<file path="src/rtl/pipe_pkg.sv">
// Shared constants and helpers for the pipeline stage chain: tag width,
// bubble encoding, legal depth range and stage-index clamping.
package pipe_pkg;

  localparam int RD_W      = 4;
  localparam int DEPTH_MIN = 2;
  localparam int DEPTH_MAX = 8;

  localparam logic            BUBBLE_VALID = 1'b0;
  localparam logic [RD_W-1:0] BUBBLE_RD    = '0;
  localparam logic            BUBBLE_WE    = 1'b0;

  // Stage indices past the oldest stage refer to the oldest stage.
  function automatic int clamp_stage(input int idx, input int depth);
    return (idx >= depth) ? depth - 1 : idx;
  endfunction

endpackage

</file>
<file path="src/rtl/pipeline_stage_chain_if.sv">
// Upstream/control/observation bundle of the pipeline stage chain.
// master = datapath/hazard side, slave = the chain itself.
interface pipeline_stage_chain_if
  import pipe_pkg::*;
#(
  parameter int WIDTH = 32,
  parameter int DEPTH = 4
) ();
  localparam int SW = $clog2(DEPTH);

  logic                   in_valid;
  logic [WIDTH-1:0]       in_data;
  logic [RD_W-1:0]        in_rd;
  logic                   in_we;
  logic                   in_ready;
  logic                   stall;
  logic [SW-1:0]          stall_stage;
  logic                   flush;
  logic [SW-1:0]          flush_upto;
  logic [DEPTH-1:0]       stage_valid;
  logic [RD_W*DEPTH-1:0]  stage_rd;
  logic [DEPTH-1:0]       stage_we;
  logic                   out_valid;
  logic [WIDTH-1:0]       out_data;
  logic [RD_W-1:0]        out_rd;
  logic                   out_we;

  modport master (
    output in_valid, in_data, in_rd, in_we, stall, stall_stage, flush, flush_upto,
    input  in_ready, stage_valid, stage_rd, stage_we, out_valid, out_data, out_rd, out_we
  );

  modport slave (
    input  in_valid, in_data, in_rd, in_we, stall, stall_stage, flush, flush_upto,
    output in_ready, stage_valid, stage_rd, stage_we, out_valid, out_data, out_rd, out_we
  );

endinterface

</file>
<file path="src/rtl/pipe_stage_reg.sv">
// One pipeline stage: valid, payload, destination tag and write enable.
// Select priority is bubble, then hold, then load.
module pipe_stage_reg
  import pipe_pkg::*;
#(
  parameter int WIDTH = 32
) (
  input  logic             clk,
  input  logic             srst,
  input  logic             i_hold,
  input  logic             i_load,
  input  logic             i_bubble,
  input  logic             i_valid,
  input  logic [WIDTH-1:0] i_data,
  input  logic [RD_W-1:0]  i_rd,
  input  logic             i_we,
  output logic             o_valid,
  output logic [WIDTH-1:0] o_data,
  output logic [RD_W-1:0]  o_rd,
  output logic             o_we
);

  logic             r_valid;
  logic [WIDTH-1:0] r_data;
  logic [RD_W-1:0]  r_rd;
  logic             r_we;

  logic             w_valid_next;
  logic [WIDTH-1:0] w_data_next;
  logic [RD_W-1:0]  w_rd_next;
  logic             w_we_next;

  always_comb begin
    w_valid_next = r_valid;
    w_data_next  = r_data;
    w_rd_next    = r_rd;
    w_we_next    = r_we;
    if (i_bubble) begin
      w_valid_next = BUBBLE_VALID;
      w_data_next  = '0;
      w_rd_next    = BUBBLE_RD;
      w_we_next    = BUBBLE_WE;
    end else if (!i_hold && i_load) begin
      w_valid_next = i_valid;
      w_data_next  = i_data;
      w_rd_next    = i_rd;
      w_we_next    = i_we;
    end
  end

  always_ff @(posedge clk) begin
    if (srst) begin
      r_valid <= BUBBLE_VALID;
      r_data  <= '0;
      r_rd    <= BUBBLE_RD;
      r_we    <= BUBBLE_WE;
    end else begin
      r_valid <= w_valid_next;
      r_data  <= w_data_next;
      r_rd    <= w_rd_next;
      r_we    <= w_we_next;
    end
  end

  assign o_valid = r_valid;
  assign o_data  = r_data;
  assign o_rd    = r_rd;
  assign o_we    = r_we;

endmodule

</file>
<file path="src/rtl/pipeline_stage_chain.sv">
// DEPTH-stage register chain with hazard stall/bubble insertion, partial flush
// and per-stage tag visibility. PIPE_PERF_CNT_EN adds the bubble_cnt counter.
module pipeline_stage_chain
  import pipe_pkg::*;
#(
  parameter  int WIDTH = 32,
  parameter  int DEPTH = 4,
  localparam int SW    = $clog2(DEPTH)
) (
  input  logic Clk,
  input  logic Clr,
  pipeline_stage_chain_if.slave pipe
`ifdef PIPE_PERF_CNT_EN
  ,
  output logic [15:0] bubble_cnt
`endif
);

  if (DEPTH < DEPTH_MIN || DEPTH > DEPTH_MAX) begin : g_bad_depth
    $error("pipeline_stage_chain: DEPTH out of range");
  end

  logic [SW-1:0]         w_stall_idx;
  logic [DEPTH-1:0]      w_held;
  logic [DEPTH-1:0]      w_bubble;
  logic [DEPTH-1:0]      w_load;
  logic [DEPTH-1:0]      w_valid;
  logic [DEPTH-1:0]      w_we;
  logic [WIDTH-1:0]      w_data [DEPTH];
  logic [RD_W-1:0]       w_rd   [DEPTH];
  logic [DEPTH-1:0]      w_src_valid;
  logic [DEPTH-1:0]      w_src_we;
  logic [WIDTH-1:0]      w_src_data [DEPTH];
  logic [RD_W-1:0]       w_src_rd   [DEPTH];
  logic [RD_W*DEPTH-1:0] w_rd_flat;

  assign w_stall_idx   = SW'(clamp_stage(int'(pipe.stall_stage), DEPTH));
  assign pipe.in_ready = ~pipe.stall & ~pipe.flush;

  for (genvar gi = 0; gi < DEPTH; gi++) begin : g_stage
    localparam logic [SW-1:0] IDX = SW'(gi);
    logic w_flushed;

    assign w_held[gi] = pipe.stall && (IDX <= w_stall_idx);
    assign w_flushed  = pipe.flush && (IDX <= pipe.flush_upto);

    if (gi == 0) begin : g_head
      assign w_bubble[gi]    = w_flushed || (!w_held[gi] && !pipe.in_valid);
      assign w_src_valid[gi] = pipe.in_valid;
      assign w_src_data[gi]  = pipe.in_data;
      assign w_src_rd[gi]    = pipe.in_rd;
      assign w_src_we[gi]    = pipe.in_we;
    end else begin : g_body
      // The first stage below a held region receives a bubble each stalled cycle.
      assign w_bubble[gi]    = w_flushed || (!w_held[gi] && w_held[gi-1]);
      assign w_src_valid[gi] = w_valid[gi-1];
      assign w_src_data[gi]  = w_data[gi-1];
      assign w_src_rd[gi]    = w_rd[gi-1];
      assign w_src_we[gi]    = w_we[gi-1];
    end

    assign w_load[gi] = !w_held[gi] && !w_bubble[gi];

    pipe_stage_reg #(.WIDTH(WIDTH)) u_stage (
      .clk      (Clk),
      .srst     (Clr),
      .i_hold   (w_held[gi]),
      .i_load   (w_load[gi]),
      .i_bubble (w_bubble[gi]),
      .i_valid  (w_src_valid[gi]),
      .i_data   (w_src_data[gi]),
      .i_rd     (w_src_rd[gi]),
      .i_we     (w_src_we[gi]),
      .o_valid  (w_valid[gi]),
      .o_data   (w_data[gi]),
      .o_rd     (w_rd[gi]),
      .o_we     (w_we[gi])
    );
  end

  always_comb begin
    w_rd_flat = '0;
    for (int i = 0; i < DEPTH; i++) begin
      w_rd_flat[i*RD_W +: RD_W] = w_rd[i];
    end
  end

  assign pipe.stage_valid = w_valid;
  assign pipe.stage_rd    = w_rd_flat;
  assign pipe.stage_we    = w_valid & w_we;
  assign pipe.out_valid   = w_valid[DEPTH-1];
  assign pipe.out_data    = w_data[DEPTH-1];
  assign pipe.out_rd      = w_rd[DEPTH-1];
  assign pipe.out_we      = w_valid[DEPTH-1] & w_we[DEPTH-1];

`ifdef PIPE_PERF_CNT_EN
  logic [15:0] r_bubble_cnt;
  logic        w_out_valid_next;

  assign w_out_valid_next = w_bubble[DEPTH-1] ? 1'b0 :
                            w_held[DEPTH-1]   ? w_valid[DEPTH-1] :
                                                w_src_valid[DEPTH-1];

  always_ff @(posedge Clk) begin
    if (Clr) begin
      r_bubble_cnt <= '0;
    end else if (!w_out_valid_next && r_bubble_cnt != 16'hFFFF) begin
      r_bubble_cnt <= r_bubble_cnt + 16'd1;
    end
  end

  assign bubble_cnt = r_bubble_cnt;
`endif

endmodule

</file>
<file path="src/flat_wrapper.sv">
// flat-port wrapper written by rule: the top's interface ports become plain ports
module pipeline_stage_chain_flat import pipe_pkg::*;
#(
  parameter  int WIDTH = 32,
  parameter  int DEPTH = 4,
  localparam int SW    = $clog2(DEPTH)
)
  (Clk, Clr, pipe_in_valid, pipe_in_data, pipe_in_rd, pipe_in_we, pipe_stall, pipe_stall_stage, pipe_flush, pipe_flush_upto, pipe_in_ready, pipe_stage_valid, pipe_stage_rd, pipe_stage_we, pipe_out_valid, pipe_out_data, pipe_out_rd, pipe_out_we);
  pipeline_stage_chain_if #(.WIDTH(WIDTH), .DEPTH(DEPTH)) pipe_i ();
  input  logic Clk;
  input  logic Clr;
  input wire logic [$bits(pipe_i.in_valid)-1:0] pipe_in_valid;
  input wire logic [$bits(pipe_i.in_data)-1:0] pipe_in_data;
  input wire logic [$bits(pipe_i.in_rd)-1:0] pipe_in_rd;
  input wire logic [$bits(pipe_i.in_we)-1:0] pipe_in_we;
  input wire logic [$bits(pipe_i.stall)-1:0] pipe_stall;
  input wire logic [$bits(pipe_i.stall_stage)-1:0] pipe_stall_stage;
  input wire logic [$bits(pipe_i.flush)-1:0] pipe_flush;
  input wire logic [$bits(pipe_i.flush_upto)-1:0] pipe_flush_upto;
  output wire logic [$bits(pipe_i.in_ready)-1:0] pipe_in_ready;
  output wire logic [$bits(pipe_i.stage_valid)-1:0] pipe_stage_valid;
  output wire logic [$bits(pipe_i.stage_rd)-1:0] pipe_stage_rd;
  output wire logic [$bits(pipe_i.stage_we)-1:0] pipe_stage_we;
  output wire logic [$bits(pipe_i.out_valid)-1:0] pipe_out_valid;
  output wire logic [$bits(pipe_i.out_data)-1:0] pipe_out_data;
  output wire logic [$bits(pipe_i.out_rd)-1:0] pipe_out_rd;
  output wire logic [$bits(pipe_i.out_we)-1:0] pipe_out_we;
  assign pipe_i.in_valid = pipe_in_valid;
  assign pipe_i.in_data = pipe_in_data;
  assign pipe_i.in_rd = pipe_in_rd;
  assign pipe_i.in_we = pipe_in_we;
  assign pipe_i.stall = pipe_stall;
  assign pipe_i.stall_stage = pipe_stall_stage;
  assign pipe_i.flush = pipe_flush;
  assign pipe_i.flush_upto = pipe_flush_upto;
  assign pipe_in_ready = pipe_i.in_ready;
  assign pipe_stage_valid = pipe_i.stage_valid;
  assign pipe_stage_rd = pipe_i.stage_rd;
  assign pipe_stage_we = pipe_i.stage_we;
  assign pipe_out_valid = pipe_i.out_valid;
  assign pipe_out_data = pipe_i.out_data;
  assign pipe_out_rd = pipe_i.out_rd;
  assign pipe_out_we = pipe_i.out_we;
  pipeline_stage_chain #(.WIDTH(WIDTH), .DEPTH(DEPTH)) u_core (.Clk(Clk), .Clr(Clr), .pipe(pipe_i));
endmodule
</file>
<file path="config.mk">
export PLATFORM = sky130hd
export DESIGN_NAME = pipeline_stage_chain_flat
export DESIGN_NICKNAME = d
export VERILOG_FILES = /design/src/rtl/pipe_pkg.sv /design/src/rtl/pipeline_stage_chain_if.sv /design/src/rtl/pipe_stage_reg.sv /design/src/rtl/pipeline_stage_chain.sv /design/src/flat_wrapper.sv
export SDC_FILE = /design/constraint.sdc
export NUM_CORES = 1
export LEC_CHECK = 0
export CORE_UTILIZATION = 43
export DETAILED_ROUTE_END_ITERATION = 10
export GPL_TIMING_DRIVEN = 0
export PLACE_DENSITY = 0.68
export SLEW_MARGIN = 20
export SYNTH_ARGS = -nofsm -noshare
export SYNTH_HDL_FRONTEND = slang
export SYNTH_SLANG_ARGS = --single-unit
export TNS_END_PERCENT = 30
</file>
<file path="constraint.sdc">
create_clock -name Clk -period 1.83 [get_ports Clk]
set_input_delay 0.4575 -clock Clk [delete_from_list [all_inputs] [get_ports Clk]]
set_output_delay 0.4575 -clock Clk [all_outputs]
set_load 0.01 [all_outputs]
</file>
---- Yosys cells after proc, flatten, opt, wreduce, memory -nomap -nowiden ----
Index checks and enable logic that the tools add are counted.
word-level totals
  ROM bits ................................ 0
  RAM bits ................................ 0
  register bits after elaboration ......... 152
  bits in latches ......................... 0
  memories ................................ 0
  input bits .............................. 46
  word-level logic and storage cells ...... 66
cells by class
  bitwise operators ....................... 5
  order comparisons ....................... 8
  shift-type cells ........................ 0
  reductions and logical operators ........ 37
  $add $sub $neg .......................... 0
  equality and inequality tests ........... 0
  divide/modulo/power cells ............... 0
  multiplexer cells ....................... 0
  multipliers ............................. 0
operator list
  cell                  number
  $logic_and A1 B1 Y1   20
  $logic_not A1 Y1      9
  $le A1 B2 Y1 const A  4
  $le A2 B2 Y1 const A  4
  $reduce_or A2 Y1      4
  $and A4 B4 Y4         1
  $logic_or A1 B1 Y1    4
  $and A1 B1 Y1         2
  $not A1 Y1            2

---- Logic depth before layout (Yosys ltp) ----
Gate-level depths: netlist of the first run.
  depth in word-level cells ............... 8
  mapped depth ............................ 6
  gate-level depth less buffers ........... 3

---- By module ----
From an unflattened synthesis of the first run, not the netlist that was laid out.
second synthesis, totals
  cells, all modules ...................... 696
  area total of the unflattened synthesis .. 5779.3 sq um
modules (own cells, without submodules)
  module                area an instance (sq um)  times used  cells each
  pipe_stage_reg        1403.8                    4           167
  pipeline_stage_chain  163.9                     1           28

---- Worst setup path after synthesis of the first run ----
Ideal clock, no wire load.
  kind .................................... input to register
  from .................................... input port pipe_flush
  to ...................................... register u_core.g_stage[0].u_stage.r_rd[2]
  cell stages on the path ................. 6
  arrival time ............................ 1.361 ns
  path slack .............................. 0.338 ns
  library setup time ...................... 0.131 ns
  buffers on the path ..................... 3
  cells stage by stage .................... buf_4 -> or3b_1 -> buf_4 -> buf_6 -> nand2_1 -> a21oi_1
between the ends
  cells in the longest elaborated chain, start to end .. 5
RTL lines
  element                  RTL line                    RTL
  from (decl)              flat_wrapper.sv:18          input wire logic [$bits(pipe_i.flush)-1:0] pipe_flush;
  $logic_and A1 B1 Y1 (*)  pipeline_stage_chain.sv:45  assign w_flushed = pipe.flush && (IDX <= pipe.flush_upto);
  $logic_or A1 B1 Y1 (*)   pipeline_stage_chain.sv:48  assign w_bubble[gi] = w_flushed || (!w_held[gi] && !pipe.in_valid);
  $logic_not A1 Y1         pipeline_stage_chain.sv:62  assign w_load[gi] = !w_held[gi] && !w_bubble[gi];
  $logic_and A1 B1 Y1      pipeline_stage_chain.sv:62
  $logic_and A1 B1 Y1      pipe_stage_reg.sv:43        end else if (!i_hold && i_load) begin
  to (signal assigned)     pipe_stage_reg.sv:60        r_rd <= w_rd_next;
  to (decl)                pipe_stage_reg.sv:25        logic [RD_W-1:0] r_rd;
Mark *: on every way between the ends. The rest lies on a longest branch, timed or not.
A chain may end at the register's enable or synchronous reset.

---- Worst setup path in the final report of the first run ----
  from .................................... register u_core.g_stage[3].u_stage.r_data[9]
  to ...................................... output port pipe_out_data[9]
RTL lines
  element                 RTL line              RTL
  from (decl)             pipe_stage_reg.sv:24  logic [WIDTH-1:0] r_data;
  from (signal assigned)  pipe_stage_reg.sv:59  r_data <= w_data_next;
  to (decl)               flat_wrapper.sv:25    output wire logic [$bits(pipe_i.out_data)-1:0] pipe_out_data;
No word-level cell between the ends.

==> flow_summary.ini, run 1 <==
[run_status]
status = finished clean

[detailed_routing]
drtAntennaViolNets = 0
firstDrtPassIters = 5
route.layer.met1.wl_um = 6590
post_drt_wl_per_cell_um = 15.28
route.detailed.drc = 0
viasPerCell = 5.017
routed_wl_um = 14670
drt_iter0_markers = 285
num_vias = 4816
wl_met2_um = 6978
top_layer = met4
wl_met3_um = 791

[worst_setup_path]
critPathLaunchType = flip-flop
endpoint_kind = primary output
cp.arrival_ns = 1.37
required_ns = 1.37
slowest_delay_ns = 0.56
crit_family = buffers and inverters
critPathMaxFanout = 2
r2r_slack_ns = 1.03
critPathSlowestCell = clkdlybuf4s50_1
critical_path_buf_inv_count = 1
crit_type = reg2out
crit_chain = clkdlybuf4s50_1

[grt]
grt_max_degree = 17
grt_pass1_vias = 4700
grt_pass1_wl_um = 22980
antenna_found_initial = 0
grt_remaining_overflow = 0
globalRouteTotalUtil_pct = 22.64

[floorplanning]
core_sq_um = 12670
dieWidth_um = 116.4
boundaryPins = 109
initial_core_util_pct = 44.44
placementRows = 41
dieArea_sq_um = 13560
dieHeight_um = 116.4

[placed_design]
dp.cells = 929
hpwl_um = 10220
port_buffers = 107
finalWeightedCongestion = 0.8133

[timing]
min_period_ns = 1.827
final.setup.tns_ns = 0
fin_crit_sh_pct = 99.82
worst_pin_slew_ns = 0.5146
setup_viol = 0
rsz0062_at_grt = false
fin_skew_ns = 0.005211
slew-limit-headroom_pct = 65.70
slew_viol_final = 0
fmax_mhz = 547.4
hold_viol_final = 0

[finish]
finalNonFillerCells = 960
layout_common_cells = 152 x nand2_1, 148 x dfxtp_1, 93 x a21oi_1, 80 x clkdlybuf4s50_1, 79 x nor2_1
drive_above_1_share_pct = 13.71
syn2layout_area_growth_pct = 34.20
n_antenna_cell = 0
nNetsFinal = 822
final_common_cell = nand2_1
fill_cells = 1147

[yosys]
synthesis.area_sq_um = 5630
synth_top_area_share_pct = 54.04
syn-instance-count = 650
ys_warn_count = 0
syn_avg_cell_area_sq_um = 8.662
syn_nets = 696
ys.flop_type = dfxtp_1
synthTopCellsByArea = dfxtp_1 54%, nand2_1 10%, a21oi_1 8.3%
ys_types = 25
synth-edff-count = 0
synth_top_cell_by_area = dfxtp_1
synth-seq-area-share_pct = 54.04
postSynth.asyncResetShare_pct = 0
ys_ff_latch = 152

[power_and_ir_drop]
p_leak_nw = 3.021
powerDensity_nw_per_um2 = 1031
p_sw_share_pct = 21.76
clkPwrFrac_pct = 48.1
irDropWorstVdd_uv = 624.4
pwr-share-seq_pct = 43.7
p_comb_share_pct = 8.3
intPower_mw = 6.093
switchingPower_mw = 1.695

[cts]
cts_sinks = 152
cts_inserted_buffers = 17
clock_latency_ns = 0.42
postCtsSetupBuffers = 0
hold_buffers = 0
cts_root_buf = clkbuf_16
path_clk_slew_ns = 0.06
clockBufferDepth = 2
htreeDepth = 4
cts_tree = built

[flow_run]
max_cap_viol_count = 0

[worst_hold_path]
holdCritPathClass = reg2reg
[synth_stat cells, types with 2 or more instances]
library cell    n
and2_1          4
inv_1           2
o21a_1          2
buf_4          18
buf_6           8
clkbuf_1       13
nor2b_1         2
nor3_1         37
dfxtp_1       152
o21ai_0         2
buf_2          20
a21oi_2        20
nor2_1         79
nand2_1       152
a21oi_1        93
mux2i_1        37
[power by group through the flow]
stage | registers (mW) | logic [mW] | clock network (mW)
after floorplan | 3.48 | 0.320 | 0
after global placement | 3.47 | 0.634 | 0
after detailed placement | 3.47 | 0.645 | 0
after CTS | 3.40 | 0.646 | 3.78
after global routing | 3.40 | 0.695 | 3.93
final | 3.40 | 0.645 | 3.74
[sequential cells by signal (all words and copies together), names as in the netlist]
signal and flops:
u_core.g_stage.u_stage.o_valid 4, u_core.g_stage.u_stage.o_data 128, u_core.g_stage.u_stage.o_rd 16, u_core.g_stage.u_stage.o_we 4
[routing by layer]
layer	GRT usage, %	up-vias
li1	-	2386
met1	27.69	2271
met2	37.48	133
met3	6.175	26
met4	9.658	0
met5	0	-
[what timing repair did]
action,CTS,global route
setup endpoints to repair,35,18
gates cloned,0,0
pin swaps,0,0
resized for setup,23,17
[cell families after synthesis]
kind of cell | count (synthesis) | synth area share (%)
muxes | 37 | 6.578
AOI/OAI and AO/OA | 123 | 12.78
and+or+nand+nor | 277 | 19.82
DFF | 152 | 54.04
buffers and inverters | 61 | 6.778
[worst paths after layout]
check,cells past startpoint,from,endpoint
setup / recovery,1,u_core.g_stage[3].u_stage.o_data[9],pipe_out_data[9]
hold / removal,2,u_core.g_stage[0].u_stage.o_data[14],u_core.g_stage[0].u_stage.o_data[14]
setup reg to reg,2,u_core.g_stage[3].u_stage.o_data[9],u_core.g_stage[3].u_stage.o_data[9]
hold reg to reg,2,u_core.g_stage[0].u_stage.o_data[14],u_core.g_stage[0].u_stage.o_data[14]
[per-stage QoR]
step | hold WS, ns | area, sq um | power, mW | worst slack [ns] | util, %
floorplan | 0.4322 | 5630 | 3.804 | 0.3378 | -
global placement | 0.4412 | 6917 | 4.104 | -0.7060 | 54.59
detailed placement | 0.4464 | 6917 | 4.117 | -0.6962 | 54.59
CTS | 0.4545 | 7530 | 7.829 | -0.07364 | 59.43
global route | 0.4699 | 7556 | 8.031 | 0.004423 | 59.63
finish | 0.4562 | 7556 | 7.788 | 0.003335 | 59.63
[tightest hold or removal path, stage by stage, from the launching register on]
cell and delay (ns):
dfxtp_1 0.31, nand2_1 0.05, a21oi_1 0.05
[cell type report]
type                       instances  area [sq um]  area share, %
tap                              172         215.2          2.848
multi-input combinational        437          2206          29.19
clock buffer                      21         450.4          5.961
buffer                            59         382.9          5.067
timing repair buffer             107          1069          14.14
clock inverter                    10         175.2          2.318
inverter                           2         7.507        0.09935
sequential                       152          3050          40.37
(Power assumes the default switching activity.)
==> inputs of run 2 (changes only) <==
==> constraint.sdc (replaced) <==
create_clock -name Clk -period 1.96 [get_ports Clk]
set_input_delay 0.49 -clock Clk [delete_from_list [all_inputs] [get_ports Clk]]
set_output_delay 0.49 -clock Clk [all_outputs]
set_load 0.01 [all_outputs]
==> run 2 against run 1 <==
Against the previous run:
- clock-buffer cell count is the same
- register-to-register slack gained 0.17 ns
- critical endpoint is now pipe_stage_valid[1]
- flip-flop and latch count is the same
- total power shrank 6.6%
- highest routed layer unchanged
- sequential share of layout area is essentially flat
- non-clock buffer count is the same
- worst setup slack gained 0.055 ns
- largest power group unchanged
- final area shrank 0.18%
- clock skew is essentially flat
- combinational power shrank 6.2%
- final cell count is the same
==> flow_summary.ini, run 2 (same netlist as run 1, synthesis figures left out) <==
[run_status]
status = finished clean

[worst_setup_path]
critPathSlowestCell = clkdlybuf4s50_1
crit_type = reg2out
timing.rr.start = u_core.g_stage[3].u_stage.o_data[17]
critPathLaunchType = flip-flop
crit_family = buffers and inverters
critPathMaxFanout = 4
cp.arrival_ns = 1.41
critical_path_buf_inv_count = 2
cp-startpoint = u_core.g_stage[1].u_stage.o_valid
endpoint_kind = primary output
slowest_delay_ns = 0.51
crit_chain = buf_4 > clkdlybuf4s50_1
required_ns = 1.47

[detailed_routing]
num_vias = 4841
drt_iter0_markers = 270
drtAntennaViolNets = 0
route.detailed.drc = 0
post_drt_wl_per_cell_um = 15.21
routed_wl_um = 14600
firstDrtPassIters = 5
viasPerCell = 5.043

[timing]
hold_slack_ns = 0.4559
min_period_ns = 1.901
hold_viol_final = 0
setup_viol = 0
fin_skew_ns = 0.005183
rsz0062_at_grt = false
slew-limit-headroom_pct = 61.23
fmax_mhz = 525.9
worst_pin_slew_ns = 0.5816
final.setup.tns_ns = 0
fin_crit_sh_pct = 97.01
slew_viol_final = 0

[finish]
register_area_sq_um = 3048
syn2layout_area_growth_pct = 33.96
layout_common_cells = 152 x nand2_1, 148 x dfxtp_1, 99 x clkdlybuf4s50_1, 93 x a21oi_1, 79 x nor2_1
nNetsFinal = 822
largest_reg_flops = 128
fill_cells = 1145
final_area_sq_um = 7542
final_common_cell = nand2_1
multi_input_area_sq_um = 2206
drive_above_1_share_pct = 12.94
n_antenna_cell = 0

[placed_design]
placed_cell_area_sq_um = 6917
finalWeightedCongestion = 0.8133
hpwl_um = 10220
port_buffers = 107

[grt]
grt_pass1_vias = 4688
grt_pass1_wl_um = 22980
busiest_layer = met2
met1_usage_pct = 27.59
globalRouteTotalUtil_pct = 22.64
antenna_found_initial = 0
grtUsageMet3_pct = 6.227
grt_remaining_overflow = 0
use_met2_pct = 37.63
grt_max_degree = 17

[worst_hold_path]
holdCritPathClass = reg2reg
worstHoldStart = u_core.g_stage[0].u_stage.o_data[31]

[cts]
htreeDepth = 4
path_clk_slew_ns = 0.06
postCtsSetupBuffers = 0
cts_tree = built
cts_root_buf = clkbuf_16
clock_latency_ns = 0.42
clockBufferDepth = 2
cts_sinks = 152
cts_inserted_buffers = 17
hold_buffers = 0

[floorplanning]
core_sq_um = 12670
boundaryPins = 109
initial_core_util_pct = 44.44
dieArea_sq_um = 13560
dieWidth_um = 116.4
dieHeight_um = 116.4
placementRows = 41

[power_and_ir_drop]
p_sw_share_pct = 21.70
switchingPower_mw = 1.578
p_comb_share_pct = 8.3
irDropWorstVdd_uv = 580.3
clkPwrFrac_pct = 48.0
pwr-share-seq_pct = 43.7
intPower_mw = 5.694
p_leak_nw = 2.810
powerDensity_nw_per_um2 = 964.2

[flow_run]
max_cap_viol_count = 0
==> run 2: final cells by class <==
class / count / area share, %
Timing Repair Buffer: 107 / 14.05
Clock inverter: 10 / 2.322
Buffer: 59 / 5.043
Inverter: 2 / 0.09954
Sequential cell: 152 / 40.41
Tap cell: 172 / 2.853
Clock buffer: 21 / 5.972
Multi-Input combinational cell: 437 / 29.25
==> run 2: power groups by stage <==
stage | combinational [mW] | clock, mW | sequential, mW
after floorplan | 0.299 | 0 | 3.25
after global placement | 0.592 | 0 | 3.24
after detailed placement | 0.602 | 0 | 3.24
after CTS | 0.606 | 3.53 | 3.18
after global routing | 0.653 | 3.67 | 3.18
final | 0.605 | 3.49 | 3.18
==> run 2: worst min-delay path, stage by stage, from the launching register on <==
cell and delay, ns:
dfxtp_1 0.31, nand2_1 0.05, a21oi_1 0.05
==> run 2: metrics by stage <==
| stage | power [mW] | std cells | setup WS, ns | util, % |
|---|---|---|---|---|
| 3_5_place_dp | 3.844 | 929 | -0.6312 | 54.59 |
| 6_report | 7.272 | 960 | 0.05861 | 59.52 |
| 2_1_floorplan | 3.552 | 650 | 0.4353 | - |
| 5_1_grt | 7.502 | 960 | 0.007381 | 59.52 |
| 3_3_place_gp | 3.832 | 929 | -0.6410 | 54.59 |
| 4_1_cts | 7.313 | 960 | -0.008638 | 59.54 |
==> run 2: what timing repair did <==
action,CTS,global route
endpoints found under the setup margin,8,4
resized for setup,11,5
pin swaps,0,0
==> run 2: worst paths after layout <==
| path | to | slack (ns) | cells past startpoint |
|---|---|---|---|
| setup / recovery | pipe_stage_valid[1] | 0.06 | 2 |
| hold / removal | u_core.g_stage[0].u_stage.o_data[31] | 0.46 | 2 |
| setup reg to reg | u_core.g_stage[3].u_stage.o_data[17] | 1.20 | 2 |
| hold reg to reg | u_core.g_stage[0].u_stage.o_data[31] | 0.46 | 2 |
==> run 2: metal layers <==
layer / part of all wire (%) / up-vias / wire length, um
met2: 48 / 150 / 6982
met1: 44 / 2280 / 6488
met5: 0 / - / 0
met4: 1.9 / 0 / 281
li1: - / 2386 / -
met3: 5.8 / 25 / 849
